[config.mk]
export PLATFORM = sky130hd
export DESIGN_NAME = fir_interpolator
export DESIGN_NICKNAME = d
export VERILOG_FILES = /design/src/rtl/fir_pkg.sv /design/src/rtl/fir_mac.sv /design/src/rtl/fir_interpolator.sv
export SDC_FILE = /design/constraint.sdc
export NUM_CORES = 1
export LEC_CHECK = 0
export BUFFER_PORTS_ARGS = -buffer_cell sky130_fd_sc_hd__clkbuf_2
export CAP_MARGIN = 15
export CORE_MARGIN = 3
export CORE_UTILIZATION = 41
export DETAILED_ROUTE_END_ITERATION = 8
export GPL_TIMING_DRIVEN = 0
export SETUP_SLACK_MARGIN = 0.3
export SLEW_MARGIN = 5
export SYNTH_ARGS = -nofsm -noshare
export SYNTH_HDL_FRONTEND = slang
export SYNTH_HIERARCHICAL = 1
export SYNTH_SLANG_ARGS = --single-unit
[constraint.sdc]
create_clock -name clk -period 14.26 [get_ports clk]
set_input_delay 0.713 -clock clk [delete_from_list [all_inputs] [get_ports clk]]
set_output_delay 0.713 -clock clk [all_outputs]
set_load 0.005 [all_outputs]
[src/rtl/fir_pkg.sv]
// Shared types and helpers for the polyphase FIR interpolator.
package fir_pkg;

   typedef enum logic [1:0] {IDLE, MAC, OUT} state_t;

   // Width of the intermediate used by round_sat; wide enough for any sane IW/CW/TPP.
   localparam int RS_W = 64;

   // Accumulator width: full product plus headroom for summing tpp products.
   function automatic int acc_width(input int iw, input int cw, input int tpp);
      return iw + cw + $clog2(tpp);
   endfunction

   // Round half toward +inf, drop the Q1.(cw-1) fraction, clip to iw bits.
   // Returns {clip, value}; value is sign-extended to RS_W bits.
   function automatic logic [RS_W:0] round_sat(input logic signed [RS_W-1:0] acc,
                                               input int iw, input int cw);
      logic signed [RS_W-1:0] r;
      logic signed [RS_W-1:0] hi;
      logic signed [RS_W-1:0] lo;
      r  = (acc + (64'sd1 <<< (cw - 2))) >>> (cw - 1);
      hi = (64'sd1 <<< (iw - 1)) - 64'sd1;
      lo = -(64'sd1 <<< (iw - 1));
      if (r > hi) return {1'b1, hi};
      if (r < lo) return {1'b1, lo};
      return {1'b0, r};
   endfunction

endpackage

[src/rtl/fir_mac.sv]
// Signed multiply-accumulate; the sum output exposes acc + current product so the
// final tap can be rounded on the same edge it is accumulated.
module fir_mac #(
   parameter int IW = 16,
   parameter int CW = 16,
   parameter int AW = 35
) (
   input  logic                 clk,
   input  logic                 reset,
   input  logic                 clr,
   input  logic                 en,
   input  logic signed [IW-1:0] a,
   input  logic signed [CW-1:0] b,
   output logic signed [AW-1:0] sum
);

   logic signed [IW+CW-1:0] prod;
   logic signed [AW-1:0]    acc;

   assign prod = a * b;
   assign sum  = acc + AW'(prod);

   // Accumulator register: clear between phases, add one product per enabled cycle.
   always_ff @(posedge clk or posedge reset) begin
      if (reset)    acc <= '0;
      else if (clr) acc <= '0;
      else if (en)  acc <= sum;
   end

endmodule

[src/rtl/fir_interpolator.sv]
// Polyphase FIR interpolator: one input sample produces L outputs, each the dot
// product of the TPP-deep delay line with one phase of the prototype filter.
module fir_interpolator
   import fir_pkg::*;
#(
   parameter int IW  = 16,
   parameter int CW  = 16,
   parameter int L   = 4,
   parameter int TPP = 8
) (
   input  logic                  clk,
   input  logic                  reset,
   input  logic [CW*L*TPP-1:0]   coefficients,
   input  logic [IW-1:0]         in_data,
   input  logic                  in_valid,
   output logic                  in_ready,
   output logic [IW-1:0]         out_data,
   output logic                  out_valid,
   input  logic                  out_ready,
   output logic                  sat_flag
);

   localparam int AW = acc_width(IW, CW, TPP);
   localparam int NT = L * TPP;
   localparam int PW = (L > 1) ? $clog2(L) : 1;
   localparam int JW = (TPP > 1) ? $clog2(TPP) : 1;
   localparam int KW = (NT > 1) ? $clog2(NT) : 1;

   state_t               state;
   logic [PW-1:0]        phase;
   logic [JW-1:0]        j;
   logic signed [IW-1:0] x [TPP];

   logic signed [CW-1:0] h [NT];
   logic [KW-1:0]        k_idx;
   logic signed [AW-1:0] mac_sum;
   logic                 mac_clr;
   logic                 mac_en;
   logic                 last_phase;
   logic [RS_W:0]        rs;
   logic                 rs_unused;

   // Unpack the flat prototype into h[k].
   for (genvar k = 0; k < NT; k++) begin : g_coef
      assign h[k] = coefficients[k*CW +: CW];
   end

   // Tap j of phase p uses prototype coefficient h[p + L*j].
   assign k_idx      = KW'(phase) + KW'(L) * KW'(j);
   assign last_phase = (phase == PW'(L - 1));

   // Clear the accumulator on every phase start; accumulate only while in MAC.
   always_comb begin
      mac_clr = 1'b0;
      mac_en  = 1'b0;
      if (state == IDLE && in_valid)                  mac_clr = 1'b1;
      if (state == OUT && out_ready && !last_phase)   mac_clr = 1'b1;
      if (state == MAC)                               mac_en  = 1'b1;
   end

   fir_mac #(.IW(IW), .CW(CW), .AW(AW)) u_mac (
      .clk   (clk),
      .reset (reset),
      .clr   (mac_clr),
      .en    (mac_en),
      .a     (x[j]),
      .b     (h[k_idx]),
      .sum   (mac_sum)
   );

   assign rs = round_sat(RS_W'(mac_sum), IW, CW);
   // After saturation the value fits in IW bits; the rest is sign extension.
   assign rs_unused = ^rs[RS_W-1:IW];

   // Control FSM, delay line and registered outputs.
   always_ff @(posedge clk or posedge reset) begin
      if (reset) begin
         state     <= IDLE;
         phase     <= '0;
         j         <= '0;
         out_data  <= '0;
         out_valid <= 1'b0;
         sat_flag  <= 1'b0;
         in_ready  <= 1'b1;
         for (int i = 0; i < TPP; i++) x[i] <= '0;
      end else begin
         sat_flag <= 1'b0;
         case (state)
            IDLE: begin
               if (in_valid) begin
                  for (int i = TPP - 1; i > 0; i--) x[i] <= x[i-1];
                  x[0]     <= in_data;
                  phase    <= '0;
                  j        <= '0;
                  in_ready <= 1'b0;
                  state    <= MAC;
               end
            end
            MAC: begin
               j <= j + 1'b1;
               if (j == JW'(TPP - 1)) begin
                  j         <= '0;
                  out_data  <= rs[IW-1:0];
                  sat_flag  <= rs[RS_W];
                  out_valid <= 1'b1;
                  state     <= OUT;
               end
            end
            OUT: begin
               if (out_ready) begin
                  out_valid <= 1'b0;
                  if (!last_phase) begin
                     phase <= phase + 1'b1;
                     j     <= '0;
                     state <= MAC;
                  end else begin
                     in_ready <= 1'b1;
                     state    <= IDLE;
                  end
               end
            end
            default: state <= IDLE;
         endcase
      end
   end

endmodule

# Word-level counts from Yosys, hierarchy flattened
# Index checks and enable logic that the tools add are counted.
[word_totals]
memories = 0
rom_bits = 0
ff_bits = 189
output_inout_bits = 19
ramBits = 0
latchBits = 0
input_bits = 532
[op_classes]
n_shift = 0
n_eq_ne = 9
bitwise = 2
div_mod_pow = 0
n_mux = 41
n_mul = 1
n_lt_le_gt_ge = 4
n_addsub = 5
n_reduce_logical = 16
[ops]
columns = ["op", "n"]
rows = [
  ["65-bit 2-to-1 mux", 4],
  ["16-bit binary-select mux with 5-bit select", 1],
  ["35-bit 2-to-1 mux", 2],
  ["16-bit 2-to-1 mux", 4],
  ["16-bit binary-select mux with 3-bit select", 1],
  ["35-bit by 16-bit adder with 36-bit output (second input constant)", 1],
  ["35-bit by 32-bit adder with 35-bit output", 1],
  ["16-bit by 16-bit multiplier with 32-bit output", 1],
  ["21-bit by 16-bit greater-than comparator with 1-bit output (second input constant)", 1],
  ["21-bit by 16-bit < comparator with 1-bit output (second input constant)", 1],
  ["1-bit 2-to-1 mux", 14],
  ["2-bit 2-to-1 mux", 6],
  ["3-bit 2-to-1 mux", 4],
  ["4-bit AND reduction", 3],
  ["3-bit case mux with 3 select lines", 1],
  ["2-bit inequality test (second input constant)", 4],
  ["6-bit >= comparator (second input constant)", 1],
  ["5-bit inverter with 6-bit output", 1],
  ["2-bit case mux with 3 select lines", 1],
  ["3-bit AND reduction", 2],
  ["2-bit nonzero test", 3],
  ["2-bit by 5-bit adder with 5-bit output", 1],
  ["2-bit == test (second input constant)", 2],
  ["4-bit >= comparator (second input constant)", 1],
  ["other kinds (13)", 17],
]

# Logic depth before layout (Yosys ltp)
[depth]
depth_word = 15
depth_mapped = 35
mapped_depth_nobuf = 30

# Modules after synthesis
# Netlist, hierarchy kept.
[by_module_without_submodules]
columns = ["module", "area_per_inst_um2", "cells_each", "seq_area_each_um2", "instances"]
rows = [
  ["fir_mac", 13125.1, 1404, 875.8, 1],
  ["fir_interpolator", 11255.8, 740, 3854.9, 1],
]

# Least setup slack after synthesis
# Ideal clock, no wire load.
[synth_timing]
kind = "register to register"
from = "register phase[0]"
to = "register out_data[1]"
slack_ns = 4.815
stages_incl_launch_ff = 35
path_buffers = 5
arrival_ns = 9.349
setup_ns = 0.095
t_required_ns = 14.165
cell_sequence = "dfrtp_1 clkbuf_1 buf_1 mux4_2 mux4_2 mux2_2 clkbuf_1 nand2_1 inv_1 fa_1 inv_1 fa_1 inv_1 fa_1 inv_1 fa_1 inv_1 fa_1 inv_1 fa_1 inv_1 ha_1 clkbuf_1 nand2_1 nor2_1 a221oi_1 a21boi_1 xnor2_1 and2_1 nand4_4 or4_4 a211oi_2 a21oi_2 buf_6 o31ai_1"
[synth_via]
elab_chain_len = 13
word_cells_on_any_way = 16
classes_between = "add/sub: 3; mul: 1; order compare: 2; mux: 9; bitwise: 1"
[synth_lines]
columns = ["element", "line", "source"]
rows = [
  ["start, declared", "fir_interpolator.sv:30", "logic [PW-1:0] phase;"],
  ["start signal, assigned", "fir_interpolator.sv:113", "phase <= phase + 1'b1;"],
  ["2-bit by 5-bit adder with 5-bit output (*)", "fir_interpolator.sv:49", "assign k_idx = KW'(phase) + KW'(L) * KW'(j);"],
  ["5-bit inverter with 6-bit output (implied by the code) (*)", "fir_interpolator.sv:67", ".b (h[k_idx]),"],
  ["16-bit binary-select mux with 5-bit select (*)", "fir_interpolator.sv:67", ""],
  ["16-bit 2-to-1 mux (implied by the code) (*) (2 in series)", "fir_interpolator.sv:67", ""],
  ["16-bit by 16-bit multiplier with 32-bit output (*)", "fir_mac.sv:20", "assign prod = a * b;"],
  ["35-bit by 32-bit adder with 35-bit output (*)", "fir_mac.sv:21", "assign sum = acc + AW'(prod);"],
  ["via mac_sum[30]", "fir_interpolator.sv:36", "logic signed [AW-1:0] mac_sum;"],
  ["35-bit by 16-bit adder with 36-bit output (*)", "fir_pkg.sv:21", "r = (acc + (64'sd1 <<< (cw - 2))) >>> (cw - 1);"],
  ["21-bit by 16-bit < comparator with 1-bit output", "fir_pkg.sv:25", "if (r < lo) return {1'b1, lo};"],
  ["1-bit 2-to-1 mux (2 in series)", "fir_pkg.sv:25", ""],
  ["65-bit 2-to-1 mux", "fir_pkg.sv:26", "return {1'b0, r};"],
  ["65-bit 2-to-1 mux (*)", "fir_pkg.sv:25", ""],
  ["end signal, assigned", "fir_interpolator.sv:103", "out_data <= rs[IW-1:0];"],
  ["end, declared", "fir_interpolator.sv:17", "output logic [IW-1:0] out_data,"],
]
# Mark *: on every way through the listed nets, which the timed path passes. The rest lies on a longest branch. The select of a mux whose other input is x is not followed.
# A chain may end at the register's enable or synchronous reset.

# Worst setup path after layout
[layout_timing]
from = "register phase[1]"
to = "register sat_flag"
[layout_via]
elab_chain_len = 15
word_cells_on_any_way = 18
classes_between = "add/sub: 3; mul: 1; order compare: 2; mux: 11; bitwise: 1"
[layout_lines]
columns = ["element", "line", "source"]
rows = [
  ["2-bit by 5-bit adder with 5-bit output (*)", "fir_interpolator.sv:49", ""],
  ["5-bit inverter with 6-bit output (implied by the code) (*)", "fir_interpolator.sv:67", ""],
  ["16-bit binary-select mux with 5-bit select (*)", "fir_interpolator.sv:67", ""],
  ["16-bit 2-to-1 mux (implied by the code) (*) (2 in series)", "fir_interpolator.sv:67", ""],
  ["16-bit by 16-bit multiplier with 32-bit output (*)", "fir_mac.sv:20", ""],
  ["35-bit by 32-bit adder with 35-bit output (*)", "fir_mac.sv:21", ""],
  ["via mac_sum[31]", "fir_interpolator.sv:36", ""],
  ["35-bit by 16-bit adder with 36-bit output (*)", "fir_pkg.sv:21", ""],
  ["21-bit by 16-bit < comparator with 1-bit output", "fir_pkg.sv:25", ""],
  ["1-bit 2-to-1 mux (2 in series)", "fir_pkg.sv:25", ""],
  ["65-bit 2-to-1 mux", "fir_pkg.sv:26", ""],
  ["65-bit 2-to-1 mux (*)", "fir_pkg.sv:25", ""],
  ["1-bit 2-to-1 mux (*)", "fir_interpolator.sv:101", "if (j == JW'(TPP - 1)) begin"],
  ["1-bit 2-to-1 mux (*)", "fir_interpolator.sv:88", "case (state)"],
  ["end signal, assigned", "fir_interpolator.sv:104", "sat_flag <= rs[RS_W];"],
  ["end, declared", "fir_interpolator.sv:20", "output logic sat_flag"],
]
# Marked as above.

==> metrics.txt <==
run status finished, final reports clean; aggregate global-route resource usage 34.3%; data required time at the worst endpoint 14.63 ns; gr ovfl total 0; number of enable flip-flop cells after synthesis 0; portion of synthesized cell area occupied by the leading cell type 25.5%; layout cells sized above 1 36.1%; antenna violations before repair 15; HPWL Detailed 92.9 mm; Max-Slew Margin vs Limit 16.4%; vias in the first global route 21100; H-tree Lvls 4; floorplan core area 58200 µm²; final slew viol count 0; Min-Delay Path Class input pin to async pin; endpoint kind of the worst setup timing path register; Final Cell Area 28800 µm²; clock root buffer clkbuf_16; number of distinct library cells after synthesis 68; type of origin of the critical path register; cell count after synthesis 2144; final layout net count 3666; dominant delay contributor by cell family on the critical path adder cells; number of buffers added by the clock tree synthesis step 17; post-synthesis cell type with the largest combined area fa_1; number of instances resized during post-cts repair 0; Post-Syn Area per Cell 11.4 µm²; global-route wire length before repair 151 mm; WP data arrival 12.52 ns; maximum number of pins on one net before global-route repair 131; cell with the largest stage delay on the worst path clkbuf_1; Std-Cell Rows 88; Post CTS Setup Buffer Count 0; sink count of the clock tree 189; Wirelength per Cell 30.2 µm; clock latency on the worst-skew pair 0.50 ns; placed cells 3462; Hold Slack 0.182 ns; post-synthesis register bit count 189; Highest Clock Rate 82.3 MHz; slew at the pin closest to its max-slew limit 1.25 ns; period utilization 85.2%; Port Buffer Count 550; most used flip-flop cell after synthesis dfrtp_1; die area 62400 µm²; largest cells by area after synthesis fa_1 (25%), dfrtp_1 (19%), mux4_2 (18%); Initial Utilization 41.9%; most used standard cells in the synthesized netlist inv_1 (377), fa_1 (310), mux4_2 (192); GPL Wtd Cong 1.08; unrepaired setup endpoints after global routing no; antenna violation net count after detailed routing 0; Syn-to-layout area delta 18.2%; worst path bufs/invs 9; vias per std cell 5.63; cell area reported after detailed placement 28200 µm²; asr flop ratio synth 100%; Max Cap Violations 0; class of the most critical setup path register to register; final setup violation count 0; final-report hold violation count 0; total number of vias 19700; Tmin final 12.15 ns; height of the die 250 µm; maximum fanout along the worst path 10; final worst clock skew 0.0185 ns; Yosys warnings 6; top-count cell post-synth inv_1; delay of the slowest cell on the worst path 0.98 ns; post-synthesis sequential area ratio 19.4%; number of filler instances in the final layout 5329; Finished Layout Cells 3500; clock-pin slew on the worst setup and hold paths 0.08 ns; I/O pin count 551; clock tree buffer depth 2; sum of negative setup slack 0 ns; die outline width 250 µm; Cell Area, Synth 24400 µm²; most frequent cell on the critical path fa_1; cts-stage hold buffer count 0; drt drc 0; CTS tree yes; Post-Syn Nets 3094; detailed router's first-iteration violation count 1642; Routed Wire Length 106 mm; number of detailed-route iterations in the first pass 5
worst paths after layout:
path	slack, ns	to	depth (start not counted)	start
setup reg to reg	2.11	sat_flag	31	phase[1]
hold / removal	0.18	out_data[11]	2	reset
min in group clk	0.44	state[1]	2	out_ready
max in group asynchronous	13.13	x[13]	3	reset
hold reg to reg	0.49	out_data[8]	2	out_data[8]
setup / recovery	2.11	sat_flag	31	phase[1]
layer usage:
metal / track usage [%] / routed length, µm / up-vias
li1: - / - / 8373
met1: 43.6 / 42700 / 10300
met5: 0 / 57 / -
met2: 52.0 / 46800 / 858
met3: 12.9 / 10600 / 144
met4: 15.6 / 5470 / 8
sequential cells by signal, summed over array words and instances, names as in the netlist:
signal,cells
x,128
state,2
sat_flag,1
u_mac/acc,35
in_ready,1
out_valid,1
j,3
phase,2
out_data,16
stage by stage:
stage	setup WS, ns	utilization (%)
2_1_floorplan	4.82	-
3_3_place_gp	2.35	48.2
3_5_place_dp	2.26	48.4
4_1_cts	2.23	49.5
5_1_grt	1.52	49.5
6_report	2.11	49.5
logic make-up after synthesis:
kind of cell | after synthesis | share of synthesized area [%]
AND/OR/NAND/NOR | 452 | 9.09
multiplexers | 368 | 25.8
flip-flops | 189 | 19.4
XOR/XNOR | 52 | 1.90
buffers and inverters | 493 | 7.74
adder cells (fa/ha/maj) | 418 | 31.0
AO/OA/AOI/OAI | 172 | 5.09
layout make-up:
type	instances	area (µm²)	share of cell area (%)
well taps	765	957	3.32
diodes	6	15.0	0.0521
clock inverters	15	208	0.721
multi-input cells	1462	17800	61.6
repair buffers	553	2820	9.80
clock buffers	17	425	1.48
plain buffers	116	474	1.65
inverters	377	1420	4.94
flip-flops and latches	189	4730	16.4
placed cells by master (no fill, tap or decap), types with 20 or more instances in the layout:
cell	n
clkbuf_2	551
inv_1	375
fa_1	310
mux4_2	192
dfrtp_1	188
nand2_1	181
mux2_2	160
and2_1	127
ha_1	108
clkbuf_1	82
nor2_1	69
a21oi_1	45
xnor2_1	38
o31ai_1	20
nor3_1	20
o21ai_0	20
Power is not shown: default switching activity piles up to over one toggle a cycle in this logic, so the estimate is an artifact.
